File: src/rtl/pe_pkg.sv
// Shared defaults, FSM state type and saturation limit helpers for the systolic PE.
// Limits are returned 64 bits wide; callers size-cast to their accumulator width.
package pe_pkg;

  localparam int PE_DATA_WIDTH = 8;
  localparam int PE_ACC_WIDTH  = 24;

  typedef enum logic {
    PE_ACC   = 1'b0,
    PE_DRAIN = 1'b1
  } pe_state_t;

  function automatic logic [63:0] pe_max(input int width, input logic sgn);
    logic [63:0] ones;
    ones = '1;
    return sgn ? (ones >> (65 - width)) : (ones >> (64 - width));
  endfunction

  function automatic logic [63:0] pe_min(input int width, input logic sgn);
    logic [63:0] one;
    one = 64'd1;
    return sgn ? (one << (width - 1)) : 64'd0;
  endfunction

endpackage

File: src/rtl/pe_mac.sv
// Combinational extend/multiply/add with overflow detect; clamps when PE_SATURATE_EN is defined.
// Latency: 0 cycles (pure combinational).
// Backpressure: none.
module pe_mac
  import pe_pkg::*;
#(
  parameter int DATA_WIDTH = PE_DATA_WIDTH,
  parameter int ACC_WIDTH  = PE_ACC_WIDTH
) (
  input  logic                  signed_mode,
  input  logic                  clear,
  input  logic [DATA_WIDTH-1:0] a,
  input  logic [DATA_WIDTH-1:0] b,
  input  logic [ACC_WIDTH-1:0]  acc,
  output logic [ACC_WIDTH-1:0]  acc_nxt,
  output logic                  ovf
);

  localparam int PW = 2 * DATA_WIDTH;

  logic [PW-1:0]        a_ext;
  logic [PW-1:0]        b_ext;
  logic [PW-1:0]        prod;
  logic [ACC_WIDTH-1:0] prod_ext;
  logic [ACC_WIDTH-1:0] addend;
  logic [ACC_WIDTH:0]   sum;
  logic                 ovf_u;
  logic                 ovf_s;

  always_comb begin
    // Low 2*DATA_WIDTH bits of the extended multiply are the exact product in either mode
    a_ext    = signed_mode ? PW'($signed(a)) : PW'(a);
    b_ext    = signed_mode ? PW'($signed(b)) : PW'(b);
    prod     = a_ext * b_ext;
    prod_ext = signed_mode ? ACC_WIDTH'($signed(prod)) : ACC_WIDTH'(prod);
    addend   = clear ? '0 : acc;
    sum      = {1'b0, addend} + {1'b0, prod_ext};
    ovf_u    = sum[ACC_WIDTH];
    ovf_s    = (addend[ACC_WIDTH-1] == prod_ext[ACC_WIDTH-1]) &&
               (sum[ACC_WIDTH-1] != addend[ACC_WIDTH-1]);
    ovf      = signed_mode ? ovf_s : ovf_u;
`ifdef PE_SATURATE_EN
    // Signed overflow direction follows the shared operand sign; unsigned can only overflow upward
    if (ovf && signed_mode && addend[ACC_WIDTH-1])
      acc_nxt = ACC_WIDTH'(pe_min(ACC_WIDTH, signed_mode));
    else if (ovf)
      acc_nxt = ACC_WIDTH'(pe_max(ACC_WIDTH, signed_mode));
    else
      acc_nxt = sum[ACC_WIDTH-1:0];
`else
    acc_nxt = sum[ACC_WIDTH-1:0];
`endif
  end

endmodule

File: src/rtl/systolic_pe.sv
// Systolic PE: forwards A/B, accumulates per tile, drains results down a column chain (PE_SATURATE_EN clamps acc).
// Latency: 1 cycle forwarding, acc and snapshot visible 1 cycle after their beat / drain_in.
// Backpressure: none; the column consumer must take one word per cycle.
module systolic_pe
  import pe_pkg::*;
#(
  parameter int DATA_WIDTH = PE_DATA_WIDTH,
  parameter int ACC_WIDTH  = PE_ACC_WIDTH
) (
  input  logic                  clk,
  input  logic                  rst_n,
  input  logic                  valid_in,
  input  logic                  clear_in,
  input  logic                  signed_mode,
  input  logic [DATA_WIDTH-1:0] a_in,
  input  logic [DATA_WIDTH-1:0] b_in,
  input  logic                  drain_in,
  input  logic [ACC_WIDTH-1:0]  c_in,
  input  logic                  c_valid_in,
  input  logic                  c_ovf_in,
  output logic [DATA_WIDTH-1:0] a_out,
  output logic [DATA_WIDTH-1:0] b_out,
  output logic                  valid_out,
  output logic                  clear_out,
  output logic                  signed_out,
  output logic [ACC_WIDTH-1:0]  c_out,
  output logic                  c_valid_out,
  output logic                  c_ovf_out
);

  if (ACC_WIDTH < 2 * DATA_WIDTH || ACC_WIDTH > 64) begin : g_bad_width
    $error("systolic_pe: ACC_WIDTH must be >= 2*DATA_WIDTH and <= 64");
  end

  pe_state_t            state;
  logic [ACC_WIDTH-1:0] acc;
  logic                 ovf;
  logic [ACC_WIDTH-1:0] mac_acc;
  logic                 mac_ovf;
  logic                 snap;
  logic                 beat_add;

  pe_mac #(
    .DATA_WIDTH(DATA_WIDTH),
    .ACC_WIDTH (ACC_WIDTH)
  ) u_mac (
    .signed_mode(signed_mode),
    .clear      (clear_in),
    .a          (a_in),
    .b          (b_in),
    .acc        (acc),
    .acc_nxt    (mac_acc),
    .ovf        (mac_ovf)
  );

  assign snap     = (state == PE_ACC) && drain_in;
  assign beat_add = valid_in && !clear_in;

  always_ff @(posedge clk or negedge rst_n) begin
    if (!rst_n) begin
      a_out      <= '0;
      b_out      <= '0;
      valid_out  <= 1'b0;
      clear_out  <= 1'b0;
      signed_out <= 1'b0;
    end else begin
      valid_out <= valid_in;
      if (valid_in) begin
        a_out      <= a_in;
        b_out      <= b_in;
        clear_out  <= clear_in;
        signed_out <= signed_mode;
      end
    end
  end

  // A same-cycle beat is folded into the snapshot (add) or seeds the next tile (clear)
  always_ff @(posedge clk or negedge rst_n) begin
    if (!rst_n) begin
      acc <= '0;
      ovf <= 1'b0;
    end else if (snap) begin
      acc <= (valid_in && clear_in) ? mac_acc : '0;
      ovf <= 1'b0;
    end else if (valid_in) begin
      acc <= mac_acc;
      ovf <= !clear_in && (ovf || mac_ovf);
    end
  end

  always_ff @(posedge clk or negedge rst_n) begin
    if (!rst_n) begin
      state       <= PE_ACC;
      c_out       <= '0;
      c_valid_out <= 1'b0;
      c_ovf_out   <= 1'b0;
    end else if (snap) begin
      state       <= PE_DRAIN;
      c_out       <= beat_add ? mac_acc : acc;
      c_valid_out <= 1'b1;
      c_ovf_out   <= ovf || (beat_add && mac_ovf);
    end else if (state == PE_DRAIN) begin
      c_out       <= c_in;
      c_valid_out <= c_valid_in;
      c_ovf_out   <= c_ovf_in;
      if (!c_valid_in) state <= PE_ACC;
    end
  end

endmodule

File: config.mk
export PLATFORM = sky130hd
export DESIGN_NAME = systolic_pe
export DESIGN_NICKNAME = d
export VERILOG_FILES = /design/src/rtl/pe_pkg.sv /design/src/rtl/pe_mac.sv /design/src/rtl/systolic_pe.sv
export SDC_FILE = /design/constraint.sdc
export NUM_CORES = 1
export LEC_CHECK = 0
export ABC_AREA = 1
export CORE_MARGIN = 2
export CORE_UTILIZATION = 55
export CTS_CLUSTER_SIZE = 24
export DETAILED_ROUTE_END_ITERATION = 8
export PLACE_DENSITY = 0.78
export SKIP_CTS_REPAIR_TIMING = 1
export SLEW_MARGIN = 20
export SYNTH_ARGS = -nofsm -noshare
export SYNTH_HDL_FRONTEND = slang
export SYNTH_SLANG_ARGS = --single-unit
File: constraint.sdc
create_clock -name clk -period 3.4 [get_ports clk]
set_input_delay 0.34 -clock clk [delete_from_list [all_inputs] [get_ports clk]]
set_output_delay 0.34 -clock clk [all_outputs]
set_load 0.01 [all_outputs]
==> results by group <==
Drt
  – First-pass DRT Iterations: 6
  – Routed wire length: 28.22 mm
  – Antenna Nets Post-Route: 0
  – Initial DRC count: 847
  – Wire per inst: 18.02 um
  – Vias: 8,775
  – Vias/cell: 5.603
  – DR DRC count: 0

Clocking
  – CTS tree: done
  – Clk sinks: 71
  – CTS buffer count: 9
  – CTS max path bufs: 2
  – Clk Tree Root Cell: clkbuf_16
  – CTS H-Tree Depth: 3
  – Clock slew at reported path FFs: 70 ps
  – Clk_lat worst skew: 350 ps

Setup path
  – Buf/Inv on CP: 9
  – R2r worst-path depth: 21
  – Worst path slowest cell: fa_1
  – Max FO, Critical Path: 5
  – Critical setup path kind: primary input to register
  – CP Data Required Time: 3660 ps
  – Worst setup SP type: primary input
  – Worst path depth: 35
  – CP delay by family, top: adder cells
  – Most frequent CP cell: fa_1
  – CP endpoint kind: register
  – CP peak stage delay: 560 ps
  – WP data arrival: 6770 ps

Placed design
  – Placer Congestion: 0.9032
  – Placed inst area: 10,800 um2
  – Placed cells: 1,517
  – # port buffers: 92
  – Post-DP HPWL: 17.25 mm

Synthesis
  – Register area share after synthesis: 21.59%
  – EDFF count, synth: 0
  – Most frequent cells after synthesis: inv_1 (264), nand2_1 (264), ha_1 (75), dfrtp_1 (71), fa_1 (69)
  – Distinct cell type count after synthesis: 42
  – Main area contributors after synthesis: dfrtp_1 (22%), fa_1 (17%), inv_1 (12%), nand2_1 (12%), ha_1 (11%)
  – Share of the synthesized area in the top cell type: 21.59%
  – Top FF cell, synth: dfrtp_1
  – Yosys warns: 0
  – FFs w/ async S/R, synth: 100.0%
  – Netlist Area Pre-Place: 8230 um2
  – Synthesized instance count: 1,122
  – Cell taking the most area after synthesis: dfrtp_1
  – Seq cells post-synth: 71
  – Synth Net Count: 1,314
  – Mean Syn Cell Area: 7.335 um2

STA
  – Slew @ Worst Pin: 936.1 ps
  – Max_slew headroom: 37.60%
  – Unrepaired setup endpoints after global routing: true
  – Final hold slack: 134.5 ps
  – Max Freq: 0.1536 GHz
  – Worst Skew: 13.96 ps
  – Worst Setup Slack, final: -3110 ps
  – Final setup viols: 42
  – Final Hold Viols: 0
  – Post-Route Setup TNS: -94,210 ps
  – Crit share post-route: 191.5%
  – Max-slew violation count: 0
  – Tmin final: 6510 ps

Die
  – CORE AREA: 14,590 um2
  – Die ar.: 15,960 um2
  – Die Ht: 126.3 um
  – Number of core rows: 44
  – I/O pin total: 93
  – Initial Util: 56.42%
  – Chip width: 126.3 um

Hold path
  – Hold Crit Class: primary input to async pin

Final layout
  – Ant. Diodes: 0
  – Fill count: 746
  – Syn-to-layout area delta: 47.70%
  – Multi-input logic area: 6319 um2
  – Share of layout cells above drive strength 1: 32.71%
  – Finished Cell Area: 12,160 um2
  – Finished Layout Cells: 1,566
  – Final #Nets: 1,569
  – Reg area: 1777 um2

Run status
  – Status: complete, but fails checks
  – Failing checks: setup timing

Global route
  – Pin count of the biggest net entering global routing: 72
  – Global route total overflow: 0
  – First-pass GRT wire length: 37.96 mm
  – Total GRT Usage: 29.01%
  – Vias in the first global route: 8,274
  – Initial antenna violation count: 1

Run
  – Number of max-cap violations: 0
sequential cells by signal, indices dropped and copies added (netlist names), 8 cells and up:
name / count
a_out: 8
acc: 24
b_out: 8
c_out: 24
layout by cell type (no fill, tap or decap), drive strengths merged, types with 49 or more instances in the layout:
master and instances:
nand2 275, o21ai 58, a21oi 49, buf 199
clkdlybuf4s50 75, ha 75, dfrtp 71, inv 275
nor2 67, fa 69
worst reg2reg max path: cells and delay by family (launching register included):
kind	cells	cell delay (ps)
flip-flops	1	370
adder cells (fa/ha/maj)	2	640
buffers and inverters	3	330
XOR/XNOR	1	150
AO/OA/AOI/OAI	5	660
AND/OR/NAND/NOR	10	890
per-stage QoR:
stage,utilization [%],setup slack [ps]
global route,83.33,-3397
CTS,75.97,-3441
detailed placement,74.01,-3782
floorplan,-,-2751
global placement,74.01,-3676
finish,83.33,-3110
path summary, 6_finish.rpt:
| path | startpoint | end | slack (ps) |
|---|---|---|---|
| min | rst_n | c_out[6]$_DFFE_PN0P_ | 130 |
| max in group asynchronous | rst_n | a_out[0]$_DFFE_PN0P_ | 2680 |
| min in group clk | a_in[7] | a_out[7]$_DFFE_PN0P_ | 440 |
| max | b_in[6] | c_ovf_out$_DFFE_PN0P_ | -3110 |
| min reg2reg | a_out[3]$_DFFE_PN0P_ | a_out[3]$_DFFE_PN0P_ | 470 |
| max reg2reg | acc[0]$_DFFE_PN0P_ | c_out[18]$_DFFE_PN0P_ | 210 |
metal layers:
metal / vias up / global-route usage [%] / part of all wire, %
li1: 3925 / - / -
met1: 4305 / 38.05 / 39
met2: 419 / 50.09 / 51
met3: 126 / 3.838 / 5.7
met4: 0 / 9.308 / 4.6
met5: - / 0 / 0
logic make-up after synthesis:
| family | Yosys count | share of synthesized area (%) |
|---|---|---|
| compound gates | 155 | 10.70 |
| fa+ha+maj | 144 | 28.18 |
| xor+xnor | 34 | 3.618 |
| simple gates | 403 | 21.13 |
| buf+inv | 315 | 14.78 |
| flops | 71 | 21.59 |
cell type report:
type	instances	share of cell area (%)
flip-flops and latches	71	14.61
clock inverters	7	0.5043
clock buffers	9	1.853
multi-input cells	736	51.98
well taps	184	1.894
repair buffers	283	20.50
inverters	276	8.656
Power is left out: the tool's default activity adds up to more than one toggle a clock period on the data nets, which glitch-free logic cannot reach.
==> variant: new RTL, same settings <==
The option `PE_SATURATE_EN` is turned on by a define.
--- a/src/rtl/pe_mac.sv
+++ b/src/rtl/pe_mac.sv
@@ -1,6 +1,8 @@
 // Combinational extend/multiply/add with overflow detect; clamps when PE_SATURATE_EN is defined.
 // Latency: 0 cycles (pure combinational).
 // Backpressure: none.
+`define PE_SATURATE_EN
+
 module pe_mac
   import pe_pkg::*;
 #(
Function: changed (Yosys sat finds a counterexample within 4 cycles, from zero or initial values and one cycle with rst_n low).
==> variant against the unedited design <==
  * The run still ends with setup timing left
  * Worst setup slack lost 530 ps
  * Sequential cell count is the same
  * Cell area grew 1.4%
  * Synthesized area grew 5.0%
  * Critical path type unchanged
  * Worst hold slack lost 2.2 ps
  * Sequential share of layout area shrank 0.20 points
  * Wire length grew 7.6%
  * Critical endpoint is now c_out[13]
  * Utilization shrank 2.6 points
  * Via count grew 11%
  * Register-to-register slack lost 900 ps
Power is not shown: default switching activity piles up to over one toggle a cycle in this logic, so the estimate is an artifact.
==> variant: results (changes against the unedited design) <==
grt:
  grt_pass1_vias: 8721  # was 8,274
  grt_pass1_wl_mm: 40.1  # was 38.0 mm
  met1_usage_pct: 38.0  # about the same
  grt.total_usage_pct: 30.1  # was 29.0%
  antenna_found_initial: 0  # was 1
  grtUsageMet2_pct: 53.2  # was 50.1%
  grt_use_met3_pct: 2.93  # was 3.84%
routing:
  drtIter0Drc: 1093  # was 847
  drt-pass1-iter-count: 6  # unchanged
  wl_per_cell_um: 18.0  # about the same
  vias: 9738  # was 8,775
logic_synthesis:
  ys_warn_count: 0  # unchanged
  seq_area_frac_synth_pct: 20.6  # was 21.6%
  syn-num-nets: 1395  # was 1,314
  postSynth.asyncResetShare_pct: 100  # unchanged
  ys_types: 39  # was 42
  synth.area.top_cells: "dfrtp_1 (21%), fa_1 (16%), nand2_1 (13%)"  # was dfrtp_1 (22%), fa_1 (17%), inv_1 (12%)
  ys.flop_type: "dfrtp_1"  # unchanged
  synth_common_cells: "nand2_1 (305), inv_1 (273), ha_1 (75)"  # was inv_1 (264), nand2_1 (264), ha_1 (75)
  syn_area_per_cell_um2: 7.18  # was 7.34 um^2
placed_design:
  place_area_um2: 11100  # was 10,800 um^2
  gp_congestion: 0.909  # was 0.903
  preCtsSetupSlack_ps: -4250  # was -3780 ps
  hpwl_mm: 18.7  # was 17.3 mm
  place_inst: 1645  # was 1,517
clock_tree:
  clk_latency_ps: 350  # about the same
  numCtsBuffers: 9  # unchanged
  cts_root_buf: "clkbuf_16"  # unchanged
  clkTransAtPathRegs_ps: 70  # about the same
sta:
  fin_skew_ps: 11.6  # was 14.0 ps
  setup_violations: 50  # was 42
  worstMarginPinSlew_ps: 1030  # was 936 ps
  tns_ps: -175020  # was -94,210 ps
  setup_ws_ps: -3640  # was -3110 ps
setup_path:
  cp_max_fo: 8  # was 5
  worst_path_max_delay_cell: "fa_1"  # unchanged
  cp.arrival_ps: 7260  # was 6770 ps
  path_delay_family: "adder cells"  # unchanged
  cpPeakStageDelay_ps: 550
outcome:
  violations: "setup timing"  # unchanged
  status: "finished, violations left"  # unchanged
min_path:
  hp-class: "in -> async"  # unchanged
final_layout:
  reg_top3: "acc: 24 flops, c_out: 24 flops"  # unchanged
  drive_gt1_share_pct: 27.0  # was 32.7%
  fill_cells: 853  # was 746
  fin_cells: 1691  # was 1,566
[variant: worst register-to-register path, cell delays in order, from the launching register on]
cell	delay [ps]
dfrtp_1	370
inv_1	120
nor2_1	80
ha_1	240
fa_1	410
a211o_1	330
o21ai_0	140
o21bai_1	120
a21o_1	210
a21oi_1	250
o21bai_1	200
nand2_1	110
nand2_1	70
a21boi_0	390
o21ai_0	250
xnor2_1	270
nand3_2	110
nand2_2	80
nand2_1	50
nand2_1	100
a21oi_1	70
[variant: cells by family (layout without fill, tap and decap cells)]
family / count (synthesis) / count (layout) / share of synthesized area [%]
and+or+nand+nor: 474 / 476 / 23.5
buffers and inverters: 321 / 596 / 14.6
AOI/OAI and AO/OA: 157 / 157 / 10.9
adders and majority gates: 144 / 144 / 26.9
DFF: 71 / 71 / 20.6
xor gates and xnor gates: 36 / 36 / 3.65
[variant: area by class of cell]
class	instances	area, um^2	area share, %
flip-flops and latches	71	1780	14.4
repair buffers	303	2570	20.9
clock buffers	9	225	1.83
multi-input cells	813	6330	51.4
clock inverters	7	105	0.853
well taps	211	264	2.14
inverters	277	1050	8.50
[variant: worst paths after layout]
check | startpoint | to | slack, ps | cells after the start
max | a_in[4] | c_out[13] | -3640 | 42
min | rst_n | a_out[7] | 130 | 1
max reg2reg | acc[0] | c_out[14] | -690 | 20
min reg2reg | b_out[0] | b_out[0] | 470 | 2
max in group asynchronous | rst_n | acc[10] | 2660 | 1
min in group clk | b_in[4] | b_out[4] | 450 | 4
[variant: per-layer routing]
layer  vias to the layer above  routed length, um
li1                       4248                  -
met1                      4570              10800
met2                       721              14700
met3                       199               2850
met4                         0               2040
met5                         -                  0
